## src/rtl/mul_pkg.sv

```systemverilog
// Shared types and constants for the shift-and-add multiplier.
// Imported by the controller and by anything that inspects its state.
package mul_pkg;

  localparam int OP_W   = 16;
  localparam int PROD_W = 32;
  localparam int CNT_W  = 5;

  localparam logic [CNT_W-1:0] LAST_STEP = 5'd15;

  typedef enum logic [1:0] {
    IDLE = 2'd0,
    RUN  = 2'd1,
    DONE = 2'd2
  } state_t;

endpackage

```

## src/rtl/adder32.sv

```systemverilog
// 32-bit ripple-carry adder built from full_adder cells.
// couts exposes every stage carry-out; couts[31] is the final carry.
module adder32 (
  input  logic [31:0] a,
  input  logic [31:0] b,
  input  logic        cin,
  output logic [31:0] sum,
  output logic [31:0] couts
);

  logic [32:0] carry;

  assign carry[0] = cin;

  for (genvar i = 0; i < 32; i++) begin : g_bit
    full_adder u_fa (
      .a    (a[i]),
      .b    (b[i]),
      .cin  (carry[i]),
      .sum  (sum[i]),
      .cout (carry[i+1])
    );
  end

  assign couts = carry[32:1];

endmodule

```

## src/rtl/full_adder.sv

```systemverilog
// One-bit full adder, the cell of the ripple-carry adder32.
// Purely combinational.
module full_adder (
  input  logic a,
  input  logic b,
  input  logic cin,
  output logic sum,
  output logic cout
);

  assign sum  = a ^ b ^ cin;
  assign cout = (a & b) | (cin & (a ^ b));

endmodule

```

## src/rtl/shift_add_mul16.sv

```systemverilog
// Multi-cycle unsigned 16x16 multiplier: sequences one adder32
// through a shift-and-add loop with valid/ready on both sides.
module shift_add_mul16
  import mul_pkg::*;
#(
  parameter bit EARLY_EXIT = 1'b0,
  parameter int OP_W       = 16
) (
  input  logic              clk,
  input  logic              reset,
  input  logic              in_valid,
  output logic              in_ready,
  input  logic [OP_W-1:0]   a,
  input  logic [OP_W-1:0]   b,
  output logic              out_valid,
  input  logic              out_ready,
  output logic [2*OP_W-1:0] product,
  output logic              busy
);

  if (OP_W != 16) begin : g_bad_width
    $error("shift_add_mul16: OP_W must be 16");
  end

  state_t state, state_nx;

  logic [PROD_W-1:0] acc, acc_nx;
  logic [PROD_W-1:0] mcand, mcand_nx;
  logic [OP_W-1:0]   mplier, mplier_nx;
  logic [CNT_W-1:0]  cnt, cnt_nx;

  logic [PROD_W-1:0] addend;
  logic [PROD_W-1:0] sum;
  logic [PROD_W-1:0] couts;
  logic              carry_top;
  logic              unused_carries;
  logic              last_step;

  assign addend = mplier[0] ? mcand : '0;

  adder32 u_add (
    .a     (acc),
    .b     (addend),
    .cin   (1'b0),
    .sum   (sum),
    .couts (couts)
  );

  // Final carry must stay low: a 16x16 product never overflows 32 bits.
  assign carry_top      = couts[31];
  assign unused_carries = ^couts[30:0];

  assign last_step = (cnt == LAST_STEP) ||
                     (EARLY_EXIT && ((mplier >> 1) == '0));

  always_comb begin
    state_nx  = state;
    acc_nx    = acc;
    mcand_nx  = mcand;
    mplier_nx = mplier;
    cnt_nx    = cnt;
    unique case (state)
      IDLE: begin
        if (in_valid) begin
          acc_nx    = '0;
          mcand_nx  = {{OP_W{1'b0}}, a};
          mplier_nx = b;
          cnt_nx    = '0;
          if (EARLY_EXIT && (b == '0)) state_nx = DONE;
          else                         state_nx = RUN;
        end
      end
      RUN: begin
        acc_nx    = sum;
        mcand_nx  = mcand << 1;
        mplier_nx = mplier >> 1;
        cnt_nx    = cnt + 5'd1;
        if (last_step) state_nx = DONE;
      end
      DONE: begin
        if (out_ready) state_nx = IDLE;
      end
      default: state_nx = IDLE;
    endcase
  end

  always_ff @(posedge clk) begin
    if (reset) begin
      state  <= IDLE;
      acc    <= '0;
      mcand  <= '0;
      mplier <= '0;
      cnt    <= '0;
    end else begin
      state  <= state_nx;
      acc    <= acc_nx;
      mcand  <= mcand_nx;
      mplier <= mplier_nx;
      cnt    <= cnt_nx;
    end
  end

  assign in_ready  = (state == IDLE);
  assign out_valid = (state == DONE);
  assign busy      = (state != IDLE);
  assign product   = acc;

endmodule

```

## config.mk

```make
export PLATFORM = sky130hd
export DESIGN_NAME = shift_add_mul16
export DESIGN_NICKNAME = d
export VERILOG_FILES = /design/src/rtl/mul_pkg.sv /design/src/rtl/adder32.sv /design/src/rtl/full_adder.sv /design/src/rtl/shift_add_mul16.sv
export SDC_FILE = /design/constraint.sdc
export NUM_CORES = 1
export LEC_CHECK = 0
export BUFFER_PORTS_ARGS = -buffer_cell sky130_fd_sc_hd__buf_2
export CAP_MARGIN = 25
export CELL_PAD_IN_SITES_DETAIL_PLACEMENT = 0
export CELL_PAD_IN_SITES_GLOBAL_PLACEMENT = 1
export CORE_MARGIN = 4
export CORE_UTILIZATION = 43
export DETAILED_ROUTE_END_ITERATION = 8
export MAX_ROUTING_LAYER = met4
export PLACE_DENSITY_LB_ADDON = 0.1
export SYNTH_ARGS = -nofsm -noshare
export SYNTH_HDL_FRONTEND = slang
export SYNTH_SLANG_ARGS = --single-unit
```

## constraint.sdc

```tcl
create_clock -name clk -period 15.3 [get_ports clk]
set_input_delay 2.295 -clock clk [delete_from_list [all_inputs] [get_ports clk]]
set_output_delay 2.295 -clock clk [all_outputs]
set_load 0.01 [all_outputs]
```

==> impl_metrics.toml, run 1 <==
[status]
status = "complete, no violations"

[placed_design]
port_buffers = 70
gp_congestion = 0.702
hpwlAfterDp_um = 5810

[worst_setup_path]
crit_path_start = "mplier[0]"
cpMaxStageDelayCell = "or4_1"
cp-end-kind = "register"
r2r_start = "mplier[0]"
worstSetupStartpointType = "register"
slowest_delay_ns = 0.48
cp.arrival_ns = 14.57
worst-path-max-fanout = 33
required_ns = 15.57
cp_common_cell = "fa_1"
crit_type = "reg2reg"

[global_route]
grt_util_met1 = 0.226
grt_overflow = 0
grt_pass1_vias = 3331
grt.busiest_layer = "met2"
globalRouteMet3Util = 0.0429
antenna_found_initial = 0
grt_max_degree = 88
grt_pass1_wl_um = 15600
use_met2 = 0.259
track_usage = 0.169

[worst_hold_path]
timing.hold.worst.start = "cnt[4]"
min_path_type = "reg2reg"

[clock_tree]
clk_latency_ns = 0.35
post_cts_buffers = 0
cts.reportedPaths.clkPinSlew_ns = 0.09
cts-hold-fix-buffers = 0
cts_buffers = 9
cts-root-buf = "clkbuf_8"
cts_tree = "built"
clockBufferDepth = 2
postCtsResizedCells = 0
cts.sinks = 87
cts_max_level = 3

[synth]
ys_ff_latch = 87
ys_warn_count = 0
synth_fp_nets = 552
synth_area_um2 = 4430
syn_inst = 483
ys_seq_area_frac = 0.394
synth_cell_type_count = 36
syn_area_per_cell_um2 = 9.16

[floorplan]
dieWidth_um = 109
rows = 36
design.core.area_um2 = 9910
start_util = 0.447
die_y_um = 109
die-area_um2 = 12000
io-pin-count = 71

[routing]
drt-initial-drc-count = 181
wl_per_cell_um = 14.3
vias = 3316
drt-pass1-iter-count = 4
via_per_inst = 5.21
post-route-drc-count = 0
totalWireLength_um = 9130
drtAntennaViolNets = 0

[pwr]
power_switching_share = 0.252
intPower_uw = 355
pwr_density_cell_nw_per_um2 = 99.0
total_power_uw = 475
p_leak_nw = 1.72
combinationalPowerShare = 0.114
p_sw_uw = 120
peakVddDrop_v = 0.0000489
p_clk_frac = 0.375
pwr-share-seq = 0.512

[timing]
fin_crit_sh = 0.935
min_period_ns = 14.30
hold_viol = 0
tightest_slew_ns = 1.04
slew_viol_final = 0
fin_skew_ns = 0.00910
max_slew_margin = 0.307
fmaxAchievable_mhz = 69.9
tns_ns = 0
rsz0062_at_grt = "false"
final-setup-viol-count = 0

[final_layout]
fin_util = 0.484
area_delta_synth_final_pct = 8.34
final_cell_mix = "dfxtp_1 (87), nor2_1 (84), buf_2 (70), inv_1 (37), nand2_1 (32)"
n_antenna_cell = 0
nNetsFinal = 567
final_common_cell = "dfxtp_1"
layout-drive-gt1-share = 0.183

[job]
maxCapViolations = 0
## path summary, 6_finish.rpt
kind	to	slack [ns]	depth (start not counted)
setup / recovery	product[31]	1.00	37
hold / removal	cnt[4]	0.50	2
setup reg to reg	product[31]	1.00	37
hold reg to reg	cnt[4]	0.50	2
## synthesized netlist by cell type
library cell / number / area share
a211oi_1: 30 / 0.051
a21boi_0: 1 / 0.0017
a21oi_1: 2 / 0.0023
a22oi_1: 20 / 0.034
a2bb2oi_1: 30 / 0.059
a31oi_1: 2 / 0.0028
a32oi_1: 1 / 0.0020
and2_1: 2 / 0.0028
and2b_1: 1 / 0.0017
and3_1: 1 / 0.0014
and3b_1: 2 / 0.0040
buf_2: 15 / 0.017
buf_4: 35 / 0.059
buf_6: 1 / 0.0025
clkbuf_1: 19 / 0.016
dfxtp_1: 87 / 0.39
fa_1: 30 / 0.14
ha_1: 3 / 0.0085
inv_1: 37 / 0.031
mux2i_1: 1 / 0.0023
nand2_1: 32 / 0.027
nand2b_1: 1 / 0.0014
nand2b_4: 1 / 0.0031
nand3_1: 2 / 0.0023
nand3b_1: 1 / 0.0017
nor2_1: 84 / 0.071
nor2b_1: 2 / 0.0028
nor3b_1: 2 / 0.0034
o211ai_1: 1 / 0.0017
o21ai_0: 3 / 0.0034
o21ba_2: 1 / 0.0023
o21bai_4: 1 / 0.0042
o22ai_1: 29 / 0.041
o2bb2ai_1: 1 / 0.0020
or3_1: 1 / 0.0014
or4_1: 1 / 0.0017
## stage by stage
step | hold WS [ns] | instance area, um2 | setup slack (ns) | cells
3_5_place_dp | 0.488 | 4570 | 0.872 | 620
5_1_grt | 0.518 | 4790 | 0.323 | 636
6_report | 0.496 | 4790 | 1.00 | 636
4_1_cts | 0.502 | 4790 | 0.828 | 636
2_1_floorplan | 0.454 | 4430 | 1.33 | 483
3_3_place_gp | 0.466 | 4540 | 0.948 | 619
## flip-flops by register name (all words and copies together), names as in the netlist
| name | cells |
|---|---|
| cnt | 5 |
| mcand | 32 |
| mplier | 16 |
| product | 32 |
| state | 2 |
## power groups by stage
| stage | clock (mW) | sequential [mW] | combinational [mW] |
|---|---|---|---|
| after floorplan | 0 | 0.246 | 0.0427 |
| final | 0.178 | 0.243 | 0.0539 |
| after CTS | 0.184 | 0.243 | 0.0548 |
| after global routing | 0.192 | 0.244 | 0.0605 |
| after global placement | 0 | 0.248 | 0.0526 |
| after detailed placement | 0 | 0.248 | 0.0546 |
## critical path: cells and delay by family (launching register included)
kind	cells	cell delay, ns
AOI/OAI and AO/OA	2	0.28
adders and majority gates	30	12.54
buffers and inverters	3	0.47
DFF	1	0.33
and+or+nand+nor	2	0.61
## logic make-up (layout without fill, tap and decap cells)
family          count (synthesis)  in the layout  synth area share
fa+ha+maj                      33             33             0.144
buf+inv                       107            127             0.126
simple gates                  133            133             0.126
flops                          87             87             0.394
compound gates                122            122             0.208
mux                             1              1           0.00226
## layout make-up
class	instances	area [um2]
inverter	37	139
timing repair buffer	74	400
sequential	87	1740
clock inverter	5	81.3
fill	1020	5110
clock buffer	11	141
multi-input combinational	289	2120
tap	133	166
## metal layers
metal | wire length (um) | up-vias
met5 | 0 | -
met4 | 91 | 0
met3 | 518 | 7
met2 | 4020 | 89
met1 | 4500 | 1582
li1 | - | 1638
Power figures use the tool's default switching activity.
==> run 2, diff against run 1 <==
- BUFFER_PORTS_ARGS: -buffer_cell sky130_fd_sc_hd__buf_2 -> unset
- CORE_UTILIZATION: 43 -> 48
- DONT_BUFFER_PORTS: unset -> 1
==> run 2 against run 1 <==
Clock skew is 0.00088 ns lower. Clock-buffer cell count is 1 lower. Non-clock buffer count is 71 lower. Die area is 9.7% lower. Worst setup slack worse by 0.0021 ns.
==> impl_metrics.toml, run 2 (synthesis results as in run 1) <==
[status]
status = "complete, no violations"

[pwr]
p_leak_nw = 1.37
combinationalPowerShare = 0.097
p_sw_uw = 114
total_power_uw = 442
p_clk_frac = 0.353
pwr-share-seq = 0.550
power_switching_share = 0.257
pwr_density_cell_nw_per_um2 = 101
peakVddDrop_v = 0.0000526
intPower_uw = 329

[worst_setup_path]
cp-end-kind = "register"
worst-path-max-fanout = 33
cp.arrival_ns = 14.58
cp_common_cell = "fa_1"
cpMaxStageDelayCell = "or4_1"
worstSetupStartpointType = "register"
r2r_slack_ns = 1.0
slowest_delay_ns = 0.48
crit_type = "reg2reg"
required_ns = 15.58

[timing]
tightest_slew_ns = 1.02
fmaxAchievable_mhz = 69.9
max_slew_margin = 0.322
final-setup-viol-count = 0
min_period_ns = 14.30
tns_ns = 0
hold_viol = 0
fin_skew_ns = 0.00822
rsz0062_at_grt = "false"
fin_crit_sh = 0.935
slew_viol_final = 0

[clock_tree]
clk_latency_ns = 0.35
cts_max_level = 3
cts_tree = "built"
cts-hold-fix-buffers = 0
clockBufferDepth = 2
cts.sinks = 87
cts.reportedPaths.clkPinSlew_ns = 0.09
post_cts_buffers = 0
cts-root-buf = "clkbuf_8"
cts_buffers = 9
postCtsResizedCells = 0

[floorplan]
rows = 34
io-pin-count = 71
die-area_um2 = 10800
design.core.area_um2 = 8850
die_y_um = 104
dieWidth_um = 104
start_util = 0.500

[routing]
drt-pass1-iter-count = 4
drt-initial-drc-count = 129
vias = 3038
via_per_inst = 5.63
drtAntennaViolNets = 0
totalWireLength_um = 8760
post-route-drc-count = 0
wl_per_cell_um = 16.2

[placed_design]
hpwlAfterDp_um = 5600
port_buffers = 0
gp_congestion = 0.704
place_area_um2 = 4170
dp_cells = 524

[global_route]
grt_pass1_vias = 2940
grt_pass1_wl_um = 15100
antenna_found_initial = 0
grt_max_degree = 88
grt_overflow = 0
track_usage = 0.173

[job]
maxCapViolations = 0

[final_layout]
final_common_cell = "dfxtp_1"
final_cell_mix = "dfxtp_1 (87), nor2_1 (84), inv_1 (37), nand2_1 (32)"
n_antenna_cell = 0
fill_cells = 870
fin_util = 0.493
final-instance-count-excl-fill = 540
final_cell_area_um2 = 4360
layout-drive-gt1-share = 0.0486
area_delta_synth_final_pct = -1.50
nNetsFinal = 496

[worst_hold_path]
min_path_type = "reg2reg"
run 2: cell types whose count changed in the layout (fill, tap and decap cells not counted), sizes merged:
cell / previous run / this run
clkinv: 2 / 4
bufinv: 2 / 1
buf: 74 / 3
clkbuf: 11 / 10
run 2: worst paths after layout:
path	startpoint	endpoint	cells past startpoint
setup / recovery	mplier[0]	product[31]	37
hold / removal	mplier[2]	mplier[2]	2
setup reg to reg	mplier[0]	product[31]	37
hold reg to reg	mplier[2]	mplier[2]	2
run 2: power by group through the flow:
| stage | sequential [mW] | combinational [mW] | clock (mW) |
|---|---|---|---|
| 6_report | 0.243 | 0.0429 | 0.156 |
| 5_1_grt | 0.245 | 0.0489 | 0.171 |
| 4_1_cts | 0.243 | 0.0437 | 0.163 |
| 3_5_place_dp | 0.249 | 0.0436 | 0 |
| 3_3_place_gp | 0.248 | 0.0424 | 0 |
| 2_1_floorplan | 0.246 | 0.0427 | 0 |
run 2: worst max-delay path, delay by kind of cell (launching register included):
kind            cells  cell delay, ns
compound gates      2            0.28
buf+inv             3            0.47
fa+ha+maj          30           12.57
simple gates        2            0.61
flops               1            0.32
run 2: through the flow:
stage	setup slack, ns	hold WS (ns)
final	0.999	0.500
after global routing	0.207	0.519
after CTS	0.831	0.495
after detailed placement	0.856	0.481
after global placement	0.996	0.465
after floorplan	1.33	0.454
run 2: per-layer routing:
layer | part of all wire | track usage | vias up
met2 | 0.44 | 0.242 | 79
met1 | 0.50 | 0.252 | 1449
li1 | - | - | 1501
met5 | 0 | - | -
met3 | 0.049 | 0.0329 | 9
met4 | 0.011 | 0.0541 | 0
run 2: final cells by class:
cell class              instances  area [um2]  share of cell area
well taps                     108         135              0.0310
clock buffers                  10         128              0.0293
clock inverters                 6        61.3              0.0141
inverters                      37         139              0.0319
multi-input cells             289        2120               0.487
repair buffers                  3        30.0             0.00689
flip-flops and latches         87        1740               0.400
